$ cat src/rtl/mem_access_pkg.sv
// Shared encodings for the load/store unit: access sizes, FSM states, lane
// geometry and the alignment rule used to reject a request at acceptance.
package mem_access_pkg;

  typedef enum logic [1:0] {
    SIZE_BYTE    = 2'b00,
    SIZE_HALF    = 2'b01,
    SIZE_WORD    = 2'b10,
    SIZE_ILLEGAL = 2'b11
  } mem_size_e;

  typedef enum logic [1:0] {
    ST_IDLE  = 2'd0,
    ST_READ  = 2'd1,
    ST_WRITE = 2'd2,
    ST_RESP  = 2'd3
  } mem_state_e;

  localparam int          LANE_W    = 8;
  localparam logic [31:0] BYTE_MASK = 32'h0000_00FF;
  localparam logic [31:0] HALF_MASK = 32'h0000_FFFF;

  // A request faults if its size is illegal or its address is not naturally aligned.
  function automatic logic access_fault(input mem_size_e size, input logic [1:0] addr_lo);
    case (size)
      SIZE_BYTE: return 1'b0;
      SIZE_HALF: return addr_lo[0];
      SIZE_WORD: return addr_lo != 2'b00;
      default:   return 1'b1;
    endcase
  endfunction

endpackage

$ cat src/rtl/mem_lane_align.sv
// Little-endian lane handling: extracts and extends a load lane, and merges
// store data into the surrounding word for read-modify-write.
module mem_lane_align
  import mem_access_pkg::*;
(
  input  mem_size_e   size_i,
  input  logic        unsigned_i,
  input  logic [1:0]  addr_lo_i,
  input  logic [31:0] rdata_i,
  input  logic [15:0] wdata_i,
  output logic [31:0] load_o,
  output logic [31:0] merge_o
);

  logic [4:0]  byte_sh;
  logic [4:0]  half_sh;
  logic [7:0]  byte_lane;
  logic [15:0] half_lane;

  assign byte_sh   = {addr_lo_i, 3'b000};
  assign half_sh   = {addr_lo_i[1], 4'b0000};
  assign byte_lane = rdata_i[byte_sh +: LANE_W];
  assign half_lane = rdata_i[half_sh +: 2*LANE_W];

  always_comb begin
    load_o  = rdata_i;
    merge_o = rdata_i;
    case (size_i)
      SIZE_BYTE: begin
        load_o  = {{24{~unsigned_i & byte_lane[7]}}, byte_lane};
        merge_o = (rdata_i & ~(BYTE_MASK << byte_sh)) | ({24'h0, wdata_i[7:0]} << byte_sh);
      end
      SIZE_HALF: begin
        load_o  = {{16{~unsigned_i & half_lane[15]}}, half_lane};
        merge_o = (rdata_i & ~(HALF_MASK << half_sh)) | ({16'h0, wdata_i} << half_sh);
      end
      default: ;
    endcase
  end

endmodule

$ cat src/rtl/mem_access_unit.sv
// CPU load/store unit: accepts one request at a time, drives a word-indexed
// data memory, does read-modify-write for sub-word stores, pulses a response.
module mem_access_unit
  import mem_access_pkg::*;
#(
  parameter int ADDR_W = 32
) (
  input  logic              clock,
  input  logic              reset_n,
  input  logic              req_valid,
  output logic              req_ready,
  input  logic              req_write,
  input  logic [1:0]        req_size,
  input  logic              req_unsigned,
  input  logic [ADDR_W-1:0] req_addr,
  input  logic [31:0]       req_wdata,
  output logic              resp_valid,
  output logic [31:0]       resp_rdata,
  output logic              resp_error,
  output logic              MemRead,
  output logic              MemWrite,
  output logic [ADDR_W-1:0] Address,
  output logic [31:0]       Write_data,
  input  logic [31:0]       Read_Data,
  output mem_state_e        dbg_state
);

  // Handshake: a request transfers on a posedge where req_valid && req_ready;
  // req_ready is high only in IDLE, responses cannot be stalled.

  mem_state_e        state_q;
  logic              write_q;
  mem_size_e         size_q;
  logic              unsigned_q;
  logic [1:0]        addr_lo_q;
  logic [15:0]       wdata_q;
  logic [ADDR_W-1:0] address_q;
  logic              mem_read_q;
  logic              mem_write_q;
  logic [31:0]       write_data_q;
  logic              resp_valid_q;
  logic              resp_error_q;
  logic [31:0]       resp_rdata_q;

  logic [31:0]       load_data;
  logic [31:0]       merge_data;
  mem_size_e         req_size_e;

  assign req_size_e = mem_size_e'(req_size);

  mem_lane_align u_lane_align (
    .size_i     (size_q),
    .unsigned_i (unsigned_q),
    .addr_lo_i  (addr_lo_q),
    .rdata_i    (Read_Data),
    .wdata_i    (wdata_q),
    .load_o     (load_data),
    .merge_o    (merge_data)
  );

  always_ff @(posedge clock or negedge reset_n) begin
    if (!reset_n) begin
      state_q      <= ST_IDLE;
      write_q      <= 1'b0;
      size_q       <= SIZE_BYTE;
      unsigned_q   <= 1'b0;
      addr_lo_q    <= 2'b00;
      wdata_q      <= '0;
      address_q    <= '0;
      mem_read_q   <= 1'b0;
      mem_write_q  <= 1'b0;
      write_data_q <= '0;
      resp_valid_q <= 1'b0;
      resp_error_q <= 1'b0;
      resp_rdata_q <= '0;
    end else begin
      // Strobes and response fields are single-cycle; each state re-asserts its own.
      mem_read_q   <= 1'b0;
      mem_write_q  <= 1'b0;
      write_data_q <= '0;
      resp_valid_q <= 1'b0;
      resp_error_q <= 1'b0;
      resp_rdata_q <= '0;
      case (state_q)
        ST_IDLE: begin
          if (req_valid) begin
            write_q    <= req_write;
            size_q     <= req_size_e;
            unsigned_q <= req_unsigned;
            addr_lo_q  <= req_addr[1:0];
            wdata_q    <= req_wdata[15:0];
            address_q  <= req_addr >> 2;
            if (access_fault(req_size_e, req_addr[1:0])) begin
              state_q      <= ST_RESP;
              resp_valid_q <= 1'b1;
              resp_error_q <= 1'b1;
            end else if (req_write && (req_size_e == SIZE_WORD)) begin
              state_q      <= ST_WRITE;
              mem_write_q  <= 1'b1;
              write_data_q <= req_wdata;
            end else begin
              state_q    <= ST_READ;
              mem_read_q <= 1'b1;
            end
          end
        end
        ST_READ: begin
          if (write_q) begin
            state_q      <= ST_WRITE;
            mem_write_q  <= 1'b1;
            write_data_q <= merge_data;
          end else begin
            state_q      <= ST_RESP;
            resp_valid_q <= 1'b1;
            resp_rdata_q <= load_data;
          end
        end
        ST_WRITE: begin
          state_q      <= ST_RESP;
          resp_valid_q <= 1'b1;
        end
        ST_RESP: state_q <= ST_IDLE;
        default: state_q <= ST_IDLE;
      endcase
    end
  end

  assign req_ready  = (state_q == ST_IDLE);
  assign resp_valid = resp_valid_q;
  assign resp_rdata = resp_rdata_q;
  assign resp_error = resp_error_q;
  assign MemRead    = mem_read_q;
  assign MemWrite   = mem_write_q;
  assign Address    = address_q;
  assign Write_data = write_data_q;
  assign dbg_state  = state_q;

endmodule

$ cat config.mk
export PLATFORM = sky130hd
export DESIGN_NAME = mem_access_unit
export DESIGN_NICKNAME = d
export VERILOG_FILES = /design/src/rtl/mem_access_pkg.sv /design/src/rtl/mem_lane_align.sv /design/src/rtl/mem_access_unit.sv
export SDC_FILE = /design/constraint.sdc
export NUM_CORES = 1
export LEC_CHECK = 0
export CAP_MARGIN = 20
export CELL_PAD_IN_SITES_DETAIL_PLACEMENT = 1
export CELL_PAD_IN_SITES_GLOBAL_PLACEMENT = 2
export CORE_AREA = 2 2 145 147
export CTS_CLUSTER_DIAMETER = 100
export DETAILED_ROUTE_END_ITERATION = 7
export DIE_AREA = 0 0 147 149
export PLACE_DENSITY_LB_ADDON = 0.12
export SYNTH_ARGS = -nofsm -noshare
export SYNTH_HDL_FRONTEND = slang
export SYNTH_SLANG_ARGS = --single-unit
$ cat constraint.sdc
create_clock -name clock -period 4.6 [get_ports clock]
set_input_delay 1.15 -clock clock [delete_from_list [all_inputs] [get_ports clock]]
set_output_delay 1.15 -clock clock [all_outputs]
set_load 0.05 [all_outputs]
==> impl_metrics.py <==
metrics = {
    "outcome": {
        "status": "completed",
    },
    "power": {
        "ir_drop_v": 0.0003343,
        "power.density_mw_per_mm2": 739.9,
        "p_seq_frac": 0.278,
        "power.leakage_nw": 3.797,
        "netSwitchingFraction": 0.4646,
        "combinationalPowerShare": 0.492,
        "p_int_mw": 3.445,
        "clkPwrFrac": 0.230,
        "p_sw_mw": 2.990,
    },
    "placement": {
        "place_ws_ns": 1.399,
        "dp_hpwl_um": 15640,
        "placed_cells": 1046,
        "routabilityCongestion": 0.7918,
        "port_buffers": 203,
    },
    "cts": {
        "cts.path.max_buffers": 2,
        "cts_hold_buf": 0,
        "cts_tree": "done",
        "cts_sinks": 122,
        "cts-root-buf": "clkbuf_16",
        "postCtsSetupRepairBufs": 0,
        "htree_num_levels": 4,
        "numCtsBuffers": 17,
        "cts_resized": 0,
        "clk_latency_ns": 0.42,
        "cts.clk_slew.worst_paths_ns": 0.06,
    },
    "layout": {
        "nets": 899,
        "final_util": 0.4231,
        "post_layout_nonfiller_instances": 1080,
        "area_growth_pct": 49.29,
        "final_common_cell": "clkdlybuf4s50_1",
        "drive_gt1_frac": 0.09689,
        "diodes": 0,
        "layout_common_cells": "clkdlybuf4s50_1 (202), nand2_1 (199), dfrtp_1 (122)",
    },
    "grt": {
        "antenna_found_initial": 0,
        "grt_pass1_wl_um": 33720,
        "grt.total_usage": 0.2025,
        "grt_pass1_vias": 5913,
        "overflow": 0,
        "grt_max_degree": 64,
    },
    "setup_path": {
        "critPathMaxFanout": 7,
        "cp_slowest_cell": "clkdlybuf4s50_1",
        "critPathBufInv": 2,
        "worstPathCellList": "inv_1, ha_1, clkdlybuf4s50_1",
        "cp.arrival_ns": 2.15,
        "crit_path_start_kind": "flip-flop",
        "worst_ep_required_time_ns": 3.45,
        "slowest_delay_ns": 0.86,
        "crit_type": "flip-flop to output port",
        "crit_path_end_kind": "output port",
        "crit_family": "buffers and inverters",
    },
    "timing": {
        "relSlewSlack": 0.2757,
        "setup_viol": 0,
        "worst_slack_ns": 1.304,
        "hold_viol": 0,
        "fin_crit_sh": 0.7165,
        "finalSetupTns_ns": 0,
        "holdWs_ns": 0.4738,
        "max_freq_mhz": 303.4,
        "drv_slew": 0,
        "fin_worst_skew_ns": 0.007239,
        "rsz0062_at_grt": "false",
        "period_needed_ns": 3.296,
        "worst_pin_slew_ns": 1.085,
    },
    "logic_synthesis": {
        "ys_types": 52,
        "synth_top_family_by_area": "simple AND/OR/NAND/NOR gates",
        "synth_top_cell_area_share": 0.5241,
        "ys_warn_count": 0,
        "synth.area.mux_share": 0.02169,
        "ys.flop_type": "dfrtp_1",
        "synth_adder_area_share": 0.008591,
        "syn_area_per_cell_um2": 9.629,
        "ys_async_sr_fraction": 1.000,
        "synth_edf_count": 0,
        "synth_area_mm2": 0.005826,
        "synth-simple-area-share": 0.2126,
        "synthCells": 605,
        "synth_compound_area_frac": 0.1834,
        "synth_top_area_cell": "dfrtp_1",
        "synthTopCellsByArea": "dfrtp_1 (52%), nand2_1 (13%), o221ai_1 (3.5%)",
        "synth-xor-area-share": 0,
        "ys_seq_area_frac": 0.5241,
        "ys_seq_elements": 122,
    },
    "route": {
        "postRouteAntennaNets": 0,
        "viasPerCell": 5.014,
        "drcViolationCount": 0,
        "drt_first_iter_violations": 262,
        "vias": 5415,
        "wl_um": 21890,
        "routedWlPerCell_um": 20.27,
        "first_pass_iters": 4,
    },
    "worst_hold_path": {
        "hold_path.class": "flip-flop to flip-flop",
    },
    "floorplanning": {
        "die_y_um": 149,
        "io_pins": 206,
        "die-area_mm2": 0.02190,
        "coreArea_mm2": 0.02056,
        "rows": 53,
        "die_x_um": 147,
        "initial_utilization": 0.2834,
    },
    "run": {
        "drv_cap": 0,
    },
}
-- power groups by stage --
| stage | Sequential (mW) | Combinational [mW] | Clock, mW |
|---|---|---|---|
| after floorplan | 2.60 | 1.27 | 0 |
| after global placement | 1.79 | 3.09 | 0 |
| after detailed placement | 1.81 | 3.15 | 0 |
| after CTS | 1.79 | 3.17 | 1.51 |
| after global routing | 1.84 | 3.39 | 1.56 |
| final | 1.79 | 3.17 | 1.48 |
-- worst paths after layout --
kind                                   start            end  slack, ns  depth (start not counted)
worst max-delay path            dbg_state[0]      req_ready       1.30                          3
worst min-delay path             Address[14]    Address[14]       0.47                          2
worst max register to register  addr_lo_q[0]  Write_data[6]       2.16                          4
worst min register to register   Address[14]    Address[14]       0.47                          2
max in group asynchronous            reset_n        write_q       2.90                          2
min in group asynchronous            reset_n  resp_rdata[8]       0.83                          1
-- sequential cells by signal (all words and copies together) (netlist names) --
signal,cells
size_q,2
unsigned_q,1
wdata_q,16
resp_rdata,32
resp_valid,1
Write_data,32
MemWrite,1
dbg_state,2
addr_lo_q,2
write_q,1
MemRead,1
Address,30
resp_error,1
-- cell families (layout without fill, tap and decap cells) --
family          count (synthesis)  count (layout)
simple gates                  282             282
compound gates                135             135
flops                         122             122
buf+inv                        51             250
mux                            10              10
fa+ha+maj                       4               4
other cells                     1               2
-- layer usage --
layer,up-vias,part of all wire,GRT usage
li1,2494,-,-
met1,2700,0.43,0.2577
met2,189,0.47,0.3249
met3,32,0.063,0.06055
met4,0,0.029,0.08125
met5,-,0,0
-- stage by stage --
stage / area, um2 / total power [mW]
floorplan: 5829 / 3.875
global placement: 7994 / 4.879
detailed placement: 8009 / 4.957
CTS: 8658 / 6.469
global route: 8697 / 6.788
finish: 8697 / 6.435
-- worst register-to-register path, delay by kind of cell (launching register included) --
kind | cells | cell delay (ns)
multiplexers | 1 | 0.42
AO/OA/AOI/OAI | 2 | 0.41
flip-flops | 1 | 0.62
AND/OR/NAND/NOR | 1 | 0.87
-- layout make-up --
class | instances | area, um2
Fill cell | 2327 | 11860
Sequential cell | 122 | 3053
Timing Repair Buffer | 210 | 2126
Inverter | 8 | 30.03
Multi-Input combinational cell | 433 | 2495
Clock inverter | 14 | 220.2
Tap cell | 275 | 344.1
Clock buffer | 18 | 429.2
-- cell usage after synthesis, types with 10 or more instances --
| master | n |
|---|---|
| nand2_1 | 200 |
| dfrtp_1 | 122 |
| o221ai_1 | 23 |
| nor2_1 | 20 |
| clkbuf_1 | 17 |
| a211oi_1 | 16 |
| o22ai_1 | 16 |
| and3_1 | 15 |
| a21oi_1 | 14 |
| nor2b_1 | 11 |
| o21ai_0 | 11 |
| a21oi_2 | 10 |
| buf_4 | 10 |
Note: power is estimated with default switching activity, not from simulation.
